## config.mk

```make
export PLATFORM = sky130hd
export DESIGN_NAME = mem_align_unit
export DESIGN_NICKNAME = d
export VERILOG_FILES = /design/src/rtl/mem_align_pkg.sv /design/src/rtl/load_extend.sv /design/src/rtl/mem_align_unit.sv
export SDC_FILE = /design/constraint.sdc
export NUM_CORES = 1
export LEC_CHECK = 0
export ABC_AREA = 1
export BUFFER_PORTS_ARGS = -buffer_cell sky130_fd_sc_hd__buf_2
export CAP_MARGIN = 20
export CORE_MARGIN = 5
export CORE_UTILIZATION = 58
export DETAILED_ROUTE_END_ITERATION = 6
export PLACE_DENSITY = 0.86
export REMOVE_ABC_BUFFERS = 1
export SLEW_MARGIN = 20
export SYNTH_ARGS = -nofsm -noshare
export SYNTH_HDL_FRONTEND = slang
export SYNTH_SLANG_ARGS = --single-unit
```

## constraint.sdc

```tcl
create_clock -name clk -period 2.71 [get_ports clk]
set_input_delay 0.1355 -clock clk [delete_from_list [all_inputs] [get_ports clk]]
set_output_delay 0.1355 -clock clk [all_outputs]
set_load 0.02 [all_outputs]
```

## src/rtl/mem_align_pkg.sv

```systemverilog
// Shared encodings and lane helpers for the load/store alignment stage.
// Little-endian: lane i carries byte address offset i within the word.
package mem_align_pkg;

    localparam logic [1:0] SZ_BYTE = 2'b00;
    localparam logic [1:0] SZ_HALF = 2'b01;
    localparam logic [1:0] SZ_WORD = 2'b10;
    localparam logic [1:0] SZ_ILL  = 2'b11;

    localparam int WAIT_LIMIT_DEF = 16;

    typedef enum logic [1:0] {
        ST_IDLE   = 2'b00,
        ST_ACCESS = 2'b01,
        ST_RESP   = 2'b10
    } state_t;

    function automatic logic is_misaligned(input logic [1:0] size, input logic [1:0] lane);
        logic mis;
        case (size)
            SZ_BYTE: mis = 1'b0;
            SZ_HALF: mis = lane[0];
            SZ_WORD: mis = (lane != 2'b00);
            default: mis = 1'b1;
        endcase
        return mis;
    endfunction

    function automatic logic [3:0] lane_enables(input logic [1:0] size, input logic [1:0] lane);
        logic [3:0] be;
        case (size)
            SZ_BYTE: be = 4'b0001 << lane;
            SZ_HALF: be = lane[1] ? 4'b1100 : 4'b0011;
            SZ_WORD: be = 4'b1111;
            default: be = 4'b0000;
        endcase
        return be;
    endfunction

    // Replicating the datum across all lanes lets byte enables alone pick the target lane.
    function automatic logic [31:0] pack_store(input logic [1:0] size, input logic [31:0] wdata);
        logic [31:0] packed_data;
        case (size)
            SZ_BYTE: packed_data = {4{wdata[7:0]}};
            SZ_HALF: packed_data = {2{wdata[15:0]}};
            SZ_WORD: packed_data = wdata;
            default: packed_data = 32'h0000_0000;
        endcase
        return packed_data;
    endfunction

endpackage

```

## src/rtl/load_extend.sv

```systemverilog
// Combinational load lane select with sign/zero extension to 32 bits.
// Word loads pass through unchanged; illegal size yields zero.
module load_extend
    import mem_align_pkg::*;
(
    input  logic [1:0]  i_addr,
    input  logic [1:0]  i_size,
    input  logic        i_signed,
    input  logic [31:0] i_rdata,
    output logic [31:0] o_data
);

    logic [31:0] w_byte_sh;
    logic [31:0] w_half_sh;

    // Shift the addressed lane down to bit 0, then extend per size.
    always_comb begin
        w_byte_sh = i_rdata >> {i_addr, 3'b000};
        w_half_sh = i_rdata >> {i_addr[1], 4'b0000};
        o_data    = 32'h0000_0000;
        case (i_size)
            SZ_BYTE: o_data = {{24{i_signed & w_byte_sh[7]}}, w_byte_sh[7:0]};
            SZ_HALF: o_data = {{16{i_signed & w_half_sh[15]}}, w_half_sh[15:0]};
            SZ_WORD: o_data = i_rdata;
            default: o_data = 32'h0000_0000;
        endcase
    end

endmodule

```

## src/rtl/mem_align_unit.sv

```systemverilog
// Load/store alignment stage: captures a datapath request, drives a
// variable-latency memory with en/ack, and returns one registered response.
module mem_align_unit
    import mem_align_pkg::*;
#(
    parameter int WAIT_LIMIT = WAIT_LIMIT_DEF
) (
    input  logic        clk,
    input  logic        rst_n,
    input  logic        req_valid,
    output logic        req_ready,
    input  logic        req_write,
    input  logic [1:0]  req_size,
    input  logic        req_signed,
    input  logic [31:0] req_addr,
    input  logic [31:0] req_wdata,
    output logic        mem_en,
    output logic        mem_we,
    output logic [3:0]  mem_be,
    output logic [31:0] mem_addr,
    output logic [31:0] mem_wdata,
    input  logic [31:0] mem_rdata,
    input  logic        mem_ack,
    output logic        resp_valid,
    output logic [31:0] resp_rdata,
    output logic        resp_misalign,
    output logic        resp_err
);

    state_t      r_state;
    logic        r_write;
    logic        r_signed;
    logic [1:0]  r_size;
    logic [1:0]  r_lane;
    logic [31:0] r_cnt;

    logic        w_accept;
    logic        w_misal;
    logic        w_timeout;
    logic [31:0] w_ext;

    assign w_accept  = req_valid && req_ready;
    assign w_misal   = is_misaligned(req_size, req_addr[1:0]);
    // This is the last permitted waiting cycle; WAIT_LIMIT of zero disables the timeout.
    assign w_timeout = (WAIT_LIMIT != 0) && (r_cnt == 32'(WAIT_LIMIT - 1));

    load_extend u_load_extend (
        .i_addr   (r_lane),
        .i_size   (r_size),
        .i_signed (r_signed),
        .i_rdata  (mem_rdata),
        .o_data   (w_ext)
    );

    // Request FSM with capture registers, timeout counter and registered outputs.
    always_ff @(posedge clk) begin
        if (!rst_n) begin
            r_state       <= ST_IDLE;
            r_write       <= 1'b0;
            r_signed      <= 1'b0;
            r_size        <= 2'b00;
            r_lane        <= 2'b00;
            r_cnt         <= 32'd0;
            req_ready     <= 1'b1;
            mem_en        <= 1'b0;
            mem_we        <= 1'b0;
            mem_be        <= 4'b0000;
            mem_addr      <= 32'h0000_0000;
            mem_wdata     <= 32'h0000_0000;
            resp_valid    <= 1'b0;
            resp_rdata    <= 32'h0000_0000;
            resp_misalign <= 1'b0;
            resp_err      <= 1'b0;
        end else begin
            case (r_state)
                ST_IDLE: begin
                    if (w_accept) begin
                        r_write   <= req_write;
                        r_signed  <= req_signed;
                        r_size    <= req_size;
                        r_lane    <= req_addr[1:0];
                        r_cnt     <= 32'd0;
                        req_ready <= 1'b0;
                        if (w_misal) begin
                            r_state       <= ST_RESP;
                            resp_valid    <= 1'b1;
                            resp_misalign <= 1'b1;
                            resp_err      <= 1'b0;
                            resp_rdata    <= 32'h0000_0000;
                        end else begin
                            r_state   <= ST_ACCESS;
                            mem_en    <= 1'b1;
                            mem_we    <= req_write;
                            mem_be    <= lane_enables(req_size, req_addr[1:0]);
                            mem_addr  <= {req_addr[31:2], 2'b00};
                            mem_wdata <= pack_store(req_size, req_wdata);
                        end
                    end else begin
                        r_state <= ST_IDLE;
                    end
                end
                ST_ACCESS: begin
                    // Ack is checked first so a same-cycle ack beats the timeout.
                    if (mem_ack || w_timeout) begin
                        r_state       <= ST_RESP;
                        r_cnt         <= 32'd0;
                        mem_en        <= 1'b0;
                        mem_we        <= 1'b0;
                        mem_be        <= 4'b0000;
                        mem_addr      <= 32'h0000_0000;
                        mem_wdata     <= 32'h0000_0000;
                        resp_valid    <= 1'b1;
                        resp_misalign <= 1'b0;
                        resp_err      <= !mem_ack;
                        resp_rdata    <= (mem_ack && !r_write) ? w_ext : 32'h0000_0000;
                    end else begin
                        r_cnt <= r_cnt + 32'd1;
                    end
                end
                ST_RESP: begin
                    r_state       <= ST_IDLE;
                    req_ready     <= 1'b1;
                    resp_valid    <= 1'b0;
                    resp_rdata    <= 32'h0000_0000;
                    resp_misalign <= 1'b0;
                    resp_err      <= 1'b0;
                end
                default: begin
                    r_state       <= ST_IDLE;
                    req_ready     <= 1'b1;
                    mem_en        <= 1'b0;
                    mem_we        <= 1'b0;
                    resp_valid    <= 1'b0;
                    resp_misalign <= 1'b0;
                    resp_err      <= 1'b0;
                end
            endcase
        end
    end

endmodule
```

# ---- Word-level counts from Yosys, hierarchy flattened
# Cells that the tools add are included.
dict set report word_totals {
  latchBits 0
  ramBits 0
  word_cells 99
  memories 0
  inputBits 104
  romBits 0
  output_inout_bits 106
  register_bits 146
}
dict set report classes {
  eq_ne 11
  n_addsub 1
  muxes 46
  n_bitwise 4
  mul 0
  reduce_logical 18
  n_shift 3
  magnitude_cmp 0
  div_mod_pow 0
}
# operator n
set ops {}
lappend ops {{$mux 32} 11}
lappend ops {{$pmux 32 s3} 3}
lappend ops {{$pmux 32 s2} 3}
lappend ops {{$add 32x1->32 const B} 1}
lappend ops {{$eq 32x4->1 const B} 1}
lappend ops {{$shr 32x5->16} 1}
lappend ops {{$shr 32x5->8} 1}
lappend ops {{$mux 4} 4}
lappend ops {{$mux 1} 12}
lappend ops {{$pmux 4 s3} 1}
lappend ops {{$reduce_and 4->1} 3}
lappend ops {{$pmux 1 s3} 3}
lappend ops {{$ne 2x2->1 const B} 4}
lappend ops {{$pmux 1 s2} 4}
lappend ops {{$pmux 4 s2} 1}
lappend ops {{$eq 2x1->1 const B} 3}
lappend ops {{$eq 2x2->1 const B} 3}
lappend ops {{$logic_not 2->1} 3}
lappend ops {{$mux 2} 3}
lappend ops {{$reduce_and 2->1} 3}
lappend ops {{$pmux 2 s2} 1}
lappend ops {{$reduce_bool 2->1} 2}
lappend ops {{$shl 1x2->4 const A} 1}
lappend ops {{$reduce_and 3->1} 1}
lappend ops {{other kinds (6)} 10}

# ---- Logic depth before layout (Yosys ltp)
# Gate-level depths: netlist (run 1).
dict set report logic_depth {
  ltp_word 6
  mapped_depth 13
  mapped_depth_nobuf 12
}

# ---- By module
# A second synthesis (run 1) with hierarchy kept.
dict set report unflattened {
  hier_cells 1298
  hier_area_um2 8612.0
}
# module n_inst area_each_um2 cells_per_inst
set modules_own_cells {}
lappend modules_own_cells {mem_align_unit 1 7722.4 1097}
lappend modules_own_cells {load_extend 1 889.6 201}

# ---- Least setup slack after synthesis (run 1)
# OpenSTA, ideal clock, no wires.
dict set report synth_path {
  path_kind {register to register}
  startpoint {register r_state[0]}
  endpoint {register r_cnt[22]}
  slack_ns 0.879
  stages_incl_launch_ff 12
  t_arrival_ns 1.704
  setup_ns 0.128
  path_buffers 1
  path_cell_list {dfxtp_1 -> inv_1 -> ha_1 -> buf_4 -> nand2_1 -> nand2_1 -> nor2_2 -> nand3_1 -> nor2_1 -> nand2_1 -> xor2_1 -> nor2_1}
}
dict set report synth_via {
  elab_chain_len 3
  word_cells_on_any_way 6
  cone_classes {eq/ne (2); mux (1); reduce/logical (3)}
}
# item line_no
set synth_lines {}
lappend synth_lines {{start: declaration} mem_align_unit.sv:30} ;# state_t r_state;
lappend synth_lines {{start signal: assignment} mem_align_unit.sv:58} ;# r_state <= ST_IDLE;
lappend synth_lines {{start signal: assignment} mem_align_unit.sv:85} ;# r_state <= ST_RESP;
lappend synth_lines {{start signal: assignment} mem_align_unit.sv:91} ;# r_state <= ST_ACCESS;
lappend synth_lines {{$eq 2x1->1 / $logic_not 2->1 (equally long branches)} mem_align_unit.sv:75} ;# case (r_state)
lappend synth_lines {{$reduce_bool 2->1 (no source line) / $ne 2x2->1 (equally long branches)} n/a}
lappend synth_lines {{$reduce_and 2->1 (no source line)} n/a}
lappend synth_lines {{end signal: assignment} mem_align_unit.sv:117} ;# r_cnt <= r_cnt + 32'd1;
lappend synth_lines {{end: declaration} mem_align_unit.sv:35} ;# logic [31:0] r_cnt;
# Parallel ways exist; a longest one is shown, timed or not.
# A chain may end at the register's enable or synchronous reset.

# ---- Final worst setup path (run 1)
dict set report layout_path {
  startpoint {register r_state[0]}
  endpoint {register mem_addr[16]}
}
dict set report layout_via {
  elab_chain_len 3
  word_cells_on_any_way 8
  cone_classes {eq/ne (4); mux (1); reduce/logical (3)}
}
# item line_no
set layout_lines {}
lappend layout_lines {{$eq 2x1->1 / $logic_not 2->1 (equally long branches)} mem_align_unit.sv:75}
lappend layout_lines {{$ne 2x2->1 (no source line) / $reduce_bool 2->1 (equally long branches)} n/a}
lappend layout_lines {{$reduce_and 4->1 (no source line)} n/a}
lappend layout_lines {{end signal: assignment} mem_align_unit.sv:95} ;# mem_addr <= {req_addr[31:2], 2'b00};
lappend layout_lines {{end: declaration} mem_align_unit.sv:20} ;# output logic [31:0] mem_addr,
# Parallel ways exist; a longest one is shown, timed or not.

==> impl_metrics.py, run 1 <==
metrics = {
    "sta": {
        "period_share": 0.852,
        "rsz0062_at_grt": "no",
        "slew_violations": 0,
        "setup_violations": 0,
        "finalSetupTns_ns": 0,
        "relSlewSlack": 0.451,
        "setup_ws_ns": 0.401,
        "final.min_clock_period_ns": 2.31,
        "skew_ns": 0.00810,
        "fmax_ghz": 0.433,
        "worst_pin_slew_ns": 0.823,
        "hold_viol_final": 0,
    },
    "global_routing": {
        "overflow": 0,
        "grt_pass1_vias": 7944,
        "grt_use_total": 0.258,
        "grt_max_degree": 85,
        "grt_pass1_wl_mm": 35.6,
        "antenna_found_initial": 1,
    },
    "synthesis": {
        "syn-cell-area_um2": 8190,
        "synth_edf_count": 0,
        "synthXorXnorAreaFrac": 0.0182,
        "synthArstFlopShare": 0,
        "synth_most_common_cell": "nand2_1",
        "yosys.area.top_type": "dfxtp_1",
        "syn_area_per_cell_um2": 5.86,
        "synth_flop_cell": "dfxtp_1",
        "synth.top_cell.area_share": 0.352,
        "yosys_register_bits": 144,
        "synth_compound_area_frac": 0.0622,
        "ys_warn_count": 0,
        "synth_common_cells": "nand2_1, nor2_1, inv_1",
        "postSynthCellCount": 1397,
        "synthMuxAreaShare": 0,
        "synth-simple-area-share": 0.415,
        "synth_seq_area_share": 0.352,
        "yosys-top-cells-area": "dfxtp_1, nand2_1, nor2_1",
        "synthAdderAreaFrac": 0.00611,
        "synth_cell_type_count": 32,
        "synth_top_family_by_area": "simple AND/OR/NAND/NOR gates",
    },
    "routing": {
        "vias_per_cell": 5.00,
        "dr.pass1.iters": 6,
        "routed_wirelength_mm": 21.8,
        "drtIter0Drc": 688,
        "routedWlPerCell_um": 12.4,
        "drc": 0,
        "ant_nets": 0,
        "route.vias.total": 8825,
    },
    "cts": {
        "cts_num_sinks": 144,
        "path_clk_slew_ns": 0.06,
        "cts_hold_buffers": 0,
        "postCtsSetupBuffers": 0,
        "clkLatencyLatePin_ns": 0.43,
        "cts_htree_levels": 4,
        "cts_inserted_buffers": 17,
        "cts_tree": "built",
        "root_buffer": "clkbuf_16",
        "cts_max_path_buffers": 2,
        "cts_resized": 0,
    },
    "job": {
        "maxCapViolCount": 0,
    },
    "setup_path": {
        "path_class": "reg2reg",
        "path_max_fanout": 84,
        "worst_setup_path_end_kind": "flip-flop",
        "cp-start-kind": "flip-flop",
        "cp_data_arrival_time_ns": 2.63,
        "cp.required_ns": 3.03,
    },
    "floorplan": {
        "die-area_um2": 16600,
        "dieHeight_um": 129,
        "core_area_um2": 13900,
        "row_count": 43,
        "pin_count": 210,
        "initial_core_util": 0.590,
        "die_x_um": 129,
    },
    "placement": {
        "dp_hpwl_mm": 15.0,
        "dpl_cell_area_um2": 9350,
        "io_buffers": 207,
        "gp_congestion": 0.914,
        "pre_cts_ws_ns": 0.426,
    },
    "status": {
        "status": "finished, final reports clean",
    },
    "power": {
        "p_leak_nw": 5.49,
        "p_per_area_nw_per_um2": 637,
        "max-vdd-ir-drop_v": 0.000495,
    },
    "final_layout": {
        "areaGrowthSynthToFinish_pct": 21.0,
        "drive_above_1_share": 0.173,
        "fin_nets": 1677,
        "design_area_um2": 9910,
    },
    "min_path": {
        "hp-class": "in2reg",
    },
}
## power breakdown
part | internal [W] | switching, W
Sequential | 0.00233 | 0.000112
Clock | 0.00130 | 0.000902
Combinational | 0.000558 | 0.00111
Total | 0.00419 | 0.00213
## through the flow
| stage | hold slack [ns] | utilization | total power, W | std cells |
|---|---|---|---|---|
| after CTS | 0.00710 | 0.714 | 0.00635 | 1762 |
| after detailed placement | 0.442 | 0.674 | 0.00414 | 1730 |
| after floorplan | 0.220 | - | 0.00359 | 1323 |
| final | 0.0160 | 0.714 | 0.00632 | 1764 |
| after global routing | 0.0143 | 0.714 | 0.00667 | 1763 |
| after global placement | 0.411 | 0.674 | 0.00410 | 1730 |
## final timing paths
kind | cells past startpoint | slack, ns | start | endpoint
max | 9 | 0.40 | r_state[0] | mem_addr[16]
max reg2reg | 9 | 0.40 | r_state[0] | mem_addr[16]
min reg2reg | 2 | 0.45 | resp_valid | resp_valid
min | 3 | 0.02 | req_write | r_write
## state kept, by name, summed over array words and instances, names as in the netlist, 2 cells and up
signal and count:
mem_wdata 32, resp_rdata 32, mem_addr 30, r_state 2
r_lane 2, r_cnt 32, r_size 2, mem_be 4
## logic make-up after synthesis
kind of cell	Yosys count
simple gates	832
buf+inv	311
flops	144
compound gates	88
xor+xnor	17
fa+ha+maj	4
other cells	1
## cell type report
cell class	count	area [um2]
antenna	2	5.00
clock buffer	22	464
clock inverter	10	87.6
fill	1229	3970
inverter	236	886
multi-input combinational	943	4150
sequential	144	2880
tap	180	225
timing repair buffer	227	1210
## placed cells by master, fill, tap and decap left out, drive strengths merged
master    count
ha            4
clkinv        8
nor4          1
or2           4
dfxtp       144
o211ai        5
nor2        249
o21a          2
o21bai        2
xnor2         4
nand2       443
a21boi        3
a21oi        44
clkbuf       22
a22oi         9
inv         235
xor2         13
nor3         13
diode         2
nand3b        2
conb          2
bufinv        1
buf         227
a31oi         7
nor3b         1
o21ai        16
nand4        59
clkinvlp      2
nand3        60
## metal layers
| layer | track usage | vias up | share of wire |
|---|---|---|---|
| li1 | - | 4577 | - |
| met1 | 0.319 | 3816 | 0.42 |
| met2 | 0.424 | 379 | 0.46 |
| met3 | 0.0627 | 53 | 0.087 |
| met4 | 0.119 | 0 | 0.030 |
| met5 | 0 | - | 0 |
## critical path, cell delays in order, from the launching register on
cell	delay [ns]
dfxtp_1	0.36
inv_1	0.07
ha_1	0.33
nand3_1	0.19
o21ai_4	0.18
nand3_4	0.13
buf_4	0.64
nand2_1	0.12
nand2_1	0.10
nor2_1	0.04
No activity file was read; power rests on OpenSTA's default activity.
==> inputs of run 2 (changes only) <==
--- a/config.mk
+++ b/config.mk
@@ -9,9 +9,10 @@
 export BUFFER_PORTS_ARGS = -buffer_cell sky130_fd_sc_hd__buf_2
 export CAP_MARGIN = 20
 export CORE_MARGIN = 5
-export CORE_UTILIZATION = 58
+export CORE_UTILIZATION = 60
+export CTS_BUF_LIST = sky130_fd_sc_hd__clkbuf_8
 export DETAILED_ROUTE_END_ITERATION = 6
-export PLACE_DENSITY = 0.86
+export PLACE_DENSITY = 0.89
 export REMOVE_ABC_BUFFERS = 1
 export SLEW_MARGIN = 20
 export SYNTH_ARGS = -nofsm -noshare
==> run 2 against run 1 <==
Die area shrank 3.1%. Sequential power about the same. Clock skew is 0.0023 ns higher. Design area fell by 0.56%. Combinational power is essentially flat. Critical path type unchanged. Critical endpoint is now mem_be[3].
==> impl_metrics.py, run 2 (same netlist as run 1, synthesis figures left out) <==
metrics = {
    "routing": {
        "drtIter0Drc": 846,
        "drc": 0,
        "dr.pass1.iters": 6,
        "routed_wirelength_mm": 21.8,
        "met2_length_mm": 10.2,
        "m1WireLength_mm": 9.30,
        "vias_per_cell": 4.98,
        "ant_nets": 0,
        "route.vias.total": 8805,
        "route.met3.wl_mm": 1.71,
        "top_layer": "met4",
        "routedWlPerCell_um": 12.4,
    },
    "placement": {
        "dp.cells": 1726,
        "gp_congestion": 0.906,
        "dpl_cell_area_um2": 9340,
        "pre_cts_ws_ns": 0.362,
        "io_buffers": 207,
        "dp_hpwl_mm": 15.3,
    },
    "cts": {
        "postCtsSetupBuffers": 0,
        "clkLatencyLatePin_ns": 0.46,
        "root_buffer": "clkbuf_8",
        "cts_resized": 0,
        "path_clk_slew_ns": 0.08,
        "cts_tree": "built",
        "cts_hold_buffers": 10,
        "cts_htree_levels": 4,
        "cts_max_path_buffers": 2,
        "cts_inserted_buffers": 17,
        "cts_num_sinks": 144,
    },
    "setup_path": {
        "path_max_fanout": 84,
        "reg2regPathDepth": 10,
        "cp.required_ns": 3.11,
        "cp-start-kind": "flip-flop",
        "worst_setup_path_end_kind": "flip-flop",
        "cp_data_arrival_time_ns": 2.81,
        "path_class": "reg2reg",
    },
    "final_layout": {
        "final-seq-area_um2": 2880,
        "diodes": 0,
        "layout.cells.non_filler": 1768,
        "reg.largest.list": "mem_wdata (32), r_cnt (32), resp_rdata (32)",
        "final_common_cell": "nand2_1",
        "multi_input_area_um2": 4140,
        "design_area_um2": 9860,
        "fill_cells": 1106,
        "fin_nets": 1687,
        "areaGrowthSynthToFinish_pct": 20.3,
        "drive_above_1_share": 0.172,
        "final_cell_mix": "nand2_1, nor2_1, inv_1, buf_2, dfxtp_1",
    },
    "power": {
        "p_leak_nw": 5.48,
        "pwr-share-clk": 0.305,
        "seq_power_share": 0.412,
        "max-vdd-ir-drop_v": 0.000406,
        "pwr-share-comb": 0.284,
        "p_per_area_nw_per_um2": 601,
        "p_switching_w": 0.00206,
        "internal_power_w": 0.00386,
        "p_sw_frac": 0.348,
    },
    "sta": {
        "hold_viol_final": 0,
        "skew_ns": 0.0104,
        "slew_violations": 0,
        "finalSetupTns_ns": 0,
        "worst_pin_slew_ns": 0.782,
        "period_share": 0.889,
        "setup_ws_ns": 0.301,
        "timing.hold.ws_ns": 0.0140,
        "final.min_clock_period_ns": 2.41,
        "relSlewSlack": 0.475,
        "fmax_ghz": 0.415,
        "rsz0062_at_grt": "no",
        "setup_violations": 0,
    },
    "min_path": {
        "hp-class": "in2reg",
        "hold_depth": 5,
    },
    "floorplan": {
        "die_x_um": 127,
        "pin_count": 210,
        "die-area_um2": 16100,
        "dieHeight_um": 127,
        "core_area_um2": 13300,
        "row_count": 42,
        "initial_core_util": 0.616,
    },
    "global_routing": {
        "grt_max_degree": 85,
        "antenna_found_initial": 0,
        "grt_pass1_wl_mm": 35.6,
        "grt_use_total": 0.264,
        "grt_pass1_vias": 7852,
        "overflow": 0,
    },
    "status": {
        "status": "finished, final reports clean",
    },
    "job": {
        "maxCapViolCount": 0,
    },
}
-- run 2: power groups by stage --
stage | combinational, W | clock [W] | sequential (W)
floorplan | 0.000872 | 0 | 0.00272
global placement | 0.00162 | 0 | 0.00248
detailed placement | 0.00165 | 0 | 0.00248
CTS | 0.00168 | 0.00182 | 0.00244
global route | 0.00189 | 0.00191 | 0.00246
finish | 0.00168 | 0.00180 | 0.00244
-- run 2: cell type report --
class,count,area share
clock buffer,20,0.0279
tap,176,0.0223
inverter,236,0.0899
sequential,144,0.292
multi-input combinational,943,0.420
clock inverter,12,0.0143
timing repair buffer,237,0.133
-- run 2: final timing paths --
path | from | endpoint | slack [ns]
worst max-delay path | r_state[0] | mem_be[3] | 0.30
worst min-delay path | req_addr[30] | mem_addr[30] | 0.01
worst max register to register | r_state[0] | mem_be[3] | 0.30
worst min register to register | resp_valid | resp_valid | 0.45
-- run 2: per-stage QoR --
stage | power, W | utilization
3_5_place_dp | 0.00413 | 0.702
3_3_place_gp | 0.00409 | 0.702
2_1_floorplan | 0.00359 | -
5_1_grt | 0.00626 | 0.741
6_report | 0.00592 | 0.741
4_1_cts | 0.00593 | 0.741
-- run 2: metal layers --
| layer | GRT usage | up-vias |
|---|---|---|
| li1 | - | 4585 |
| met1 | 0.334 | 3833 |
| met2 | 0.436 | 334 |
| met3 | 0.0643 | 53 |
| met4 | 0.101 | 0 |
| met5 | 0 | - |
-- run 2: worst max-delay path, stage by stage, from the launching register on --
cell,delay (ns)
dfxtp_1,0.33
inv_1,0.08
ha_1,0.37
nand3_1,0.23
o21ai_4,0.24
buf_4,0.40
nand3_2,0.15
buf_12,0.24
nand2_1,0.10
inv_1,0.05
nor2_1,0.12
==> inputs of run 3 (changes only) <==
--- a/config.mk
+++ b/config.mk
@@ -6,13 +6,14 @@
 export NUM_CORES = 1
 export LEC_CHECK = 0
 export ABC_AREA = 1
-export BUFFER_PORTS_ARGS = -buffer_cell sky130_fd_sc_hd__buf_2
 export CAP_MARGIN = 20
 export CORE_MARGIN = 5
-export CORE_UTILIZATION = 60
+export CORE_UTILIZATION = 65
 export CTS_BUF_LIST = sky130_fd_sc_hd__clkbuf_8
 export DETAILED_ROUTE_END_ITERATION = 6
-export PLACE_DENSITY = 0.89
+export DONT_BUFFER_PORTS = 1
+export PLACE_DENSITY = 0.81
+export RECOVER_POWER = 100
 export REMOVE_ABC_BUFFERS = 1
 export SLEW_MARGIN = 20
 export SYNTH_ARGS = -nofsm -noshare
==> run 3 against run 2 <==
Via count is 5.4% lower. First-iteration DRC count is 17% lower. Clock power is 3% lower. Global-route usage is 2.7 points higher. Power is 4.6% lower. Final cell count is 9.3% lower. Worst setup slack worse by 0.0017 ns. Utilization hardly changed. Clock skew is 0.0037 ns lower.
==> impl_metrics.py, run 3 (same netlist as run 1, synthesis figures left out) <==
metrics = {
    "sta": {
        "setup_violations": 0,
        "worst_pin_slew_ns": 0.844,
        "hold_viol_final": 0,
        "period_share": 0.890,
        "slew_violations": 0,
        "final.min_clock_period_ns": 2.41,
        "rsz0062_at_grt": "no",
        "relSlewSlack": 0.433,
        "skew_ns": 0.00669,
        "timing.hold.ws_ns": 0.0181,
        "fmax_ghz": 0.415,
    },
    "min_path": {
        "hp-class": "in2reg",
        "hp-start": "mem_rdata[1]",
        "whs_endpoint": "resp_rdata[1]",
        "hold_depth": 6,
    },
    "setup_path": {
        "worst_setup_path_end_kind": "flip-flop",
        "rr_startpoint": "r_state[0]",
        "cp-start-kind": "flip-flop",
        "rr_endpoint": "r_cnt[18]",
        "cp.required_ns": 3.06,
        "cp_data_arrival_time_ns": 2.76,
        "path_max_fanout": 17,
        "reg2regPathDepth": 9,
        "path_class": "reg2reg",
        "rrSetupSlack_ns": 0.30,
    },
    "cts": {
        "path_clk_slew_ns": 0.08,
        "root_buffer": "clkbuf_8",
        "cts_inserted_buffers": 17,
        "cts_num_sinks": 144,
        "cts_htree_levels": 4,
        "cts_tree": "built",
        "clkLatencyLatePin_ns": 0.47,
        "postCtsSetupBuffers": 0,
        "cts_max_path_buffers": 2,
    },
    "power": {
        "p_per_area_nw_per_um2": 612,
        "p_leak_nw": 4.70,
        "max-vdd-ir-drop_v": 0.000444,
    },
    "global_routing": {
        "grt_pass1_wl_mm": 35.2,
        "grt_pass1_vias": 7297,
        "overflow": 0,
        "antenna_found_initial": 0,
        "grt_use_total": 0.291,
        "grt_max_degree": 112,
    },
    "placement": {
        "gp_congestion": 0.897,
        "dpl_cell_area_um2": 8290,
        "io_buffers": 0,
        "dp_hpwl_mm": 14.1,
    },
    "floorplan": {
        "pin_count": 210,
        "dieHeight_um": 122,
        "initial_core_util": 0.657,
        "die_x_um": 122,
        "core_area_um2": 12500,
        "die-area_um2": 14900,
        "row_count": 41,
    },
    "final_layout": {
        "fin_nets": 1526,
        "reg.largest.list": "mem_wdata (32), r_cnt (32), resp_rdata (32)",
        "final_common_cell": "nand2_1",
        "diodes": 0,
        "final_cell_mix": "nand2_1, nor2_1, inv_1, dfxtp_1",
        "drive_above_1_share": 0.0461,
        "design_area_um2": 9240,
        "areaGrowthSynthToFinish_pct": 12.8,
    },
    "routing": {
        "ant_nets": 0,
        "routed_wirelength_mm": 22.2,
        "drtIter0Drc": 702,
        "vias_per_cell": 5.20,
        "route.vias.total": 8331,
        "dr.pass1.iters": 5,
        "drc": 0,
        "routedWlPerCell_um": 13.8,
    },
    "status": {
        "status": "finished, final reports clean",
    },
    "job": {
        "maxCapViolCount": 0,
    },
}
-- run 3: critical path, stage by stage (launching register included) --
cell and delay (ns):
dfxtp_1 0.33, inv_1 0.08, ha_1 0.39, nand3_1 0.21, o21ai_4 0.24, clkbuf_2 0.40, nand2_1 0.16, nand2_1 0.11
clkbuf_2 0.27, nor2_1 0.09
-- run 3: how the worst max path moves through the flow --
stage / start / to / cells after the start
6_report: r_state[0] / r_cnt[18] / 9
5_1_grt: r_cnt[0] / resp_rdata[29] / 10
4_1_cts: r_state[0] / r_cnt[21] / 9
3_5_place_dp: r_state[0] / r_cnt[18] / 11
3_3_place_gp: r_state[0] / r_cnt[21] / 9
2_1_floorplan: r_state[1] / mem_addr[10] / 7
-- run 3: routing by layer --
metal	vias up	share of wire	global-route usage	wire length (um)
li1	4260	-	-	-
met2	343	0.46	0.472	10200
met3	70	0.099	0.0945	2200
met4	0	0.034	0.115	753
met1	3658	0.41	0.359	9080
met5	-	0	0	0
-- run 3: through the flow --
step | instances | setup slack [ns] | util | setup TNS (ns) | power [W]
after floorplan | 1323 | -2.60 | - | -249.60 | 0.00359
after global placement | 1515 | 0.582 | 0.665 | 0 | 0.00382
after detailed placement | 1515 | 0.504 | 0.665 | 0 | 0.00385
after CTS | 1603 | 0.480 | 0.743 | 0 | 0.00566
after global routing | 1603 | 0.0989 | 0.741 | 0 | 0.00598
final | 1603 | 0.299 | 0.741 | 0 | 0.00565
-- run 3: cell type report --
type                    count  area, um2
inverters                 236        886
repair buffers             76        716
fillers                  1065       3230
clock inverters            11        113
clock buffers              21        289
well taps                 172        215
flip-flops and latches    144       2880
multi-input cells         943       4130
-- run 3: repair_timing --
item,CTS,global route
hold endpoints to repair,114,0
gates resized for setup,0,0
hold buffers,56,0
-- run 3: where the power goes --
group | switching, W | internal [W]
Sequential | 0.000395 | 0.00233
Clock | 0.000831 | 0.000904
Combinational | 0.000764 | 0.000428
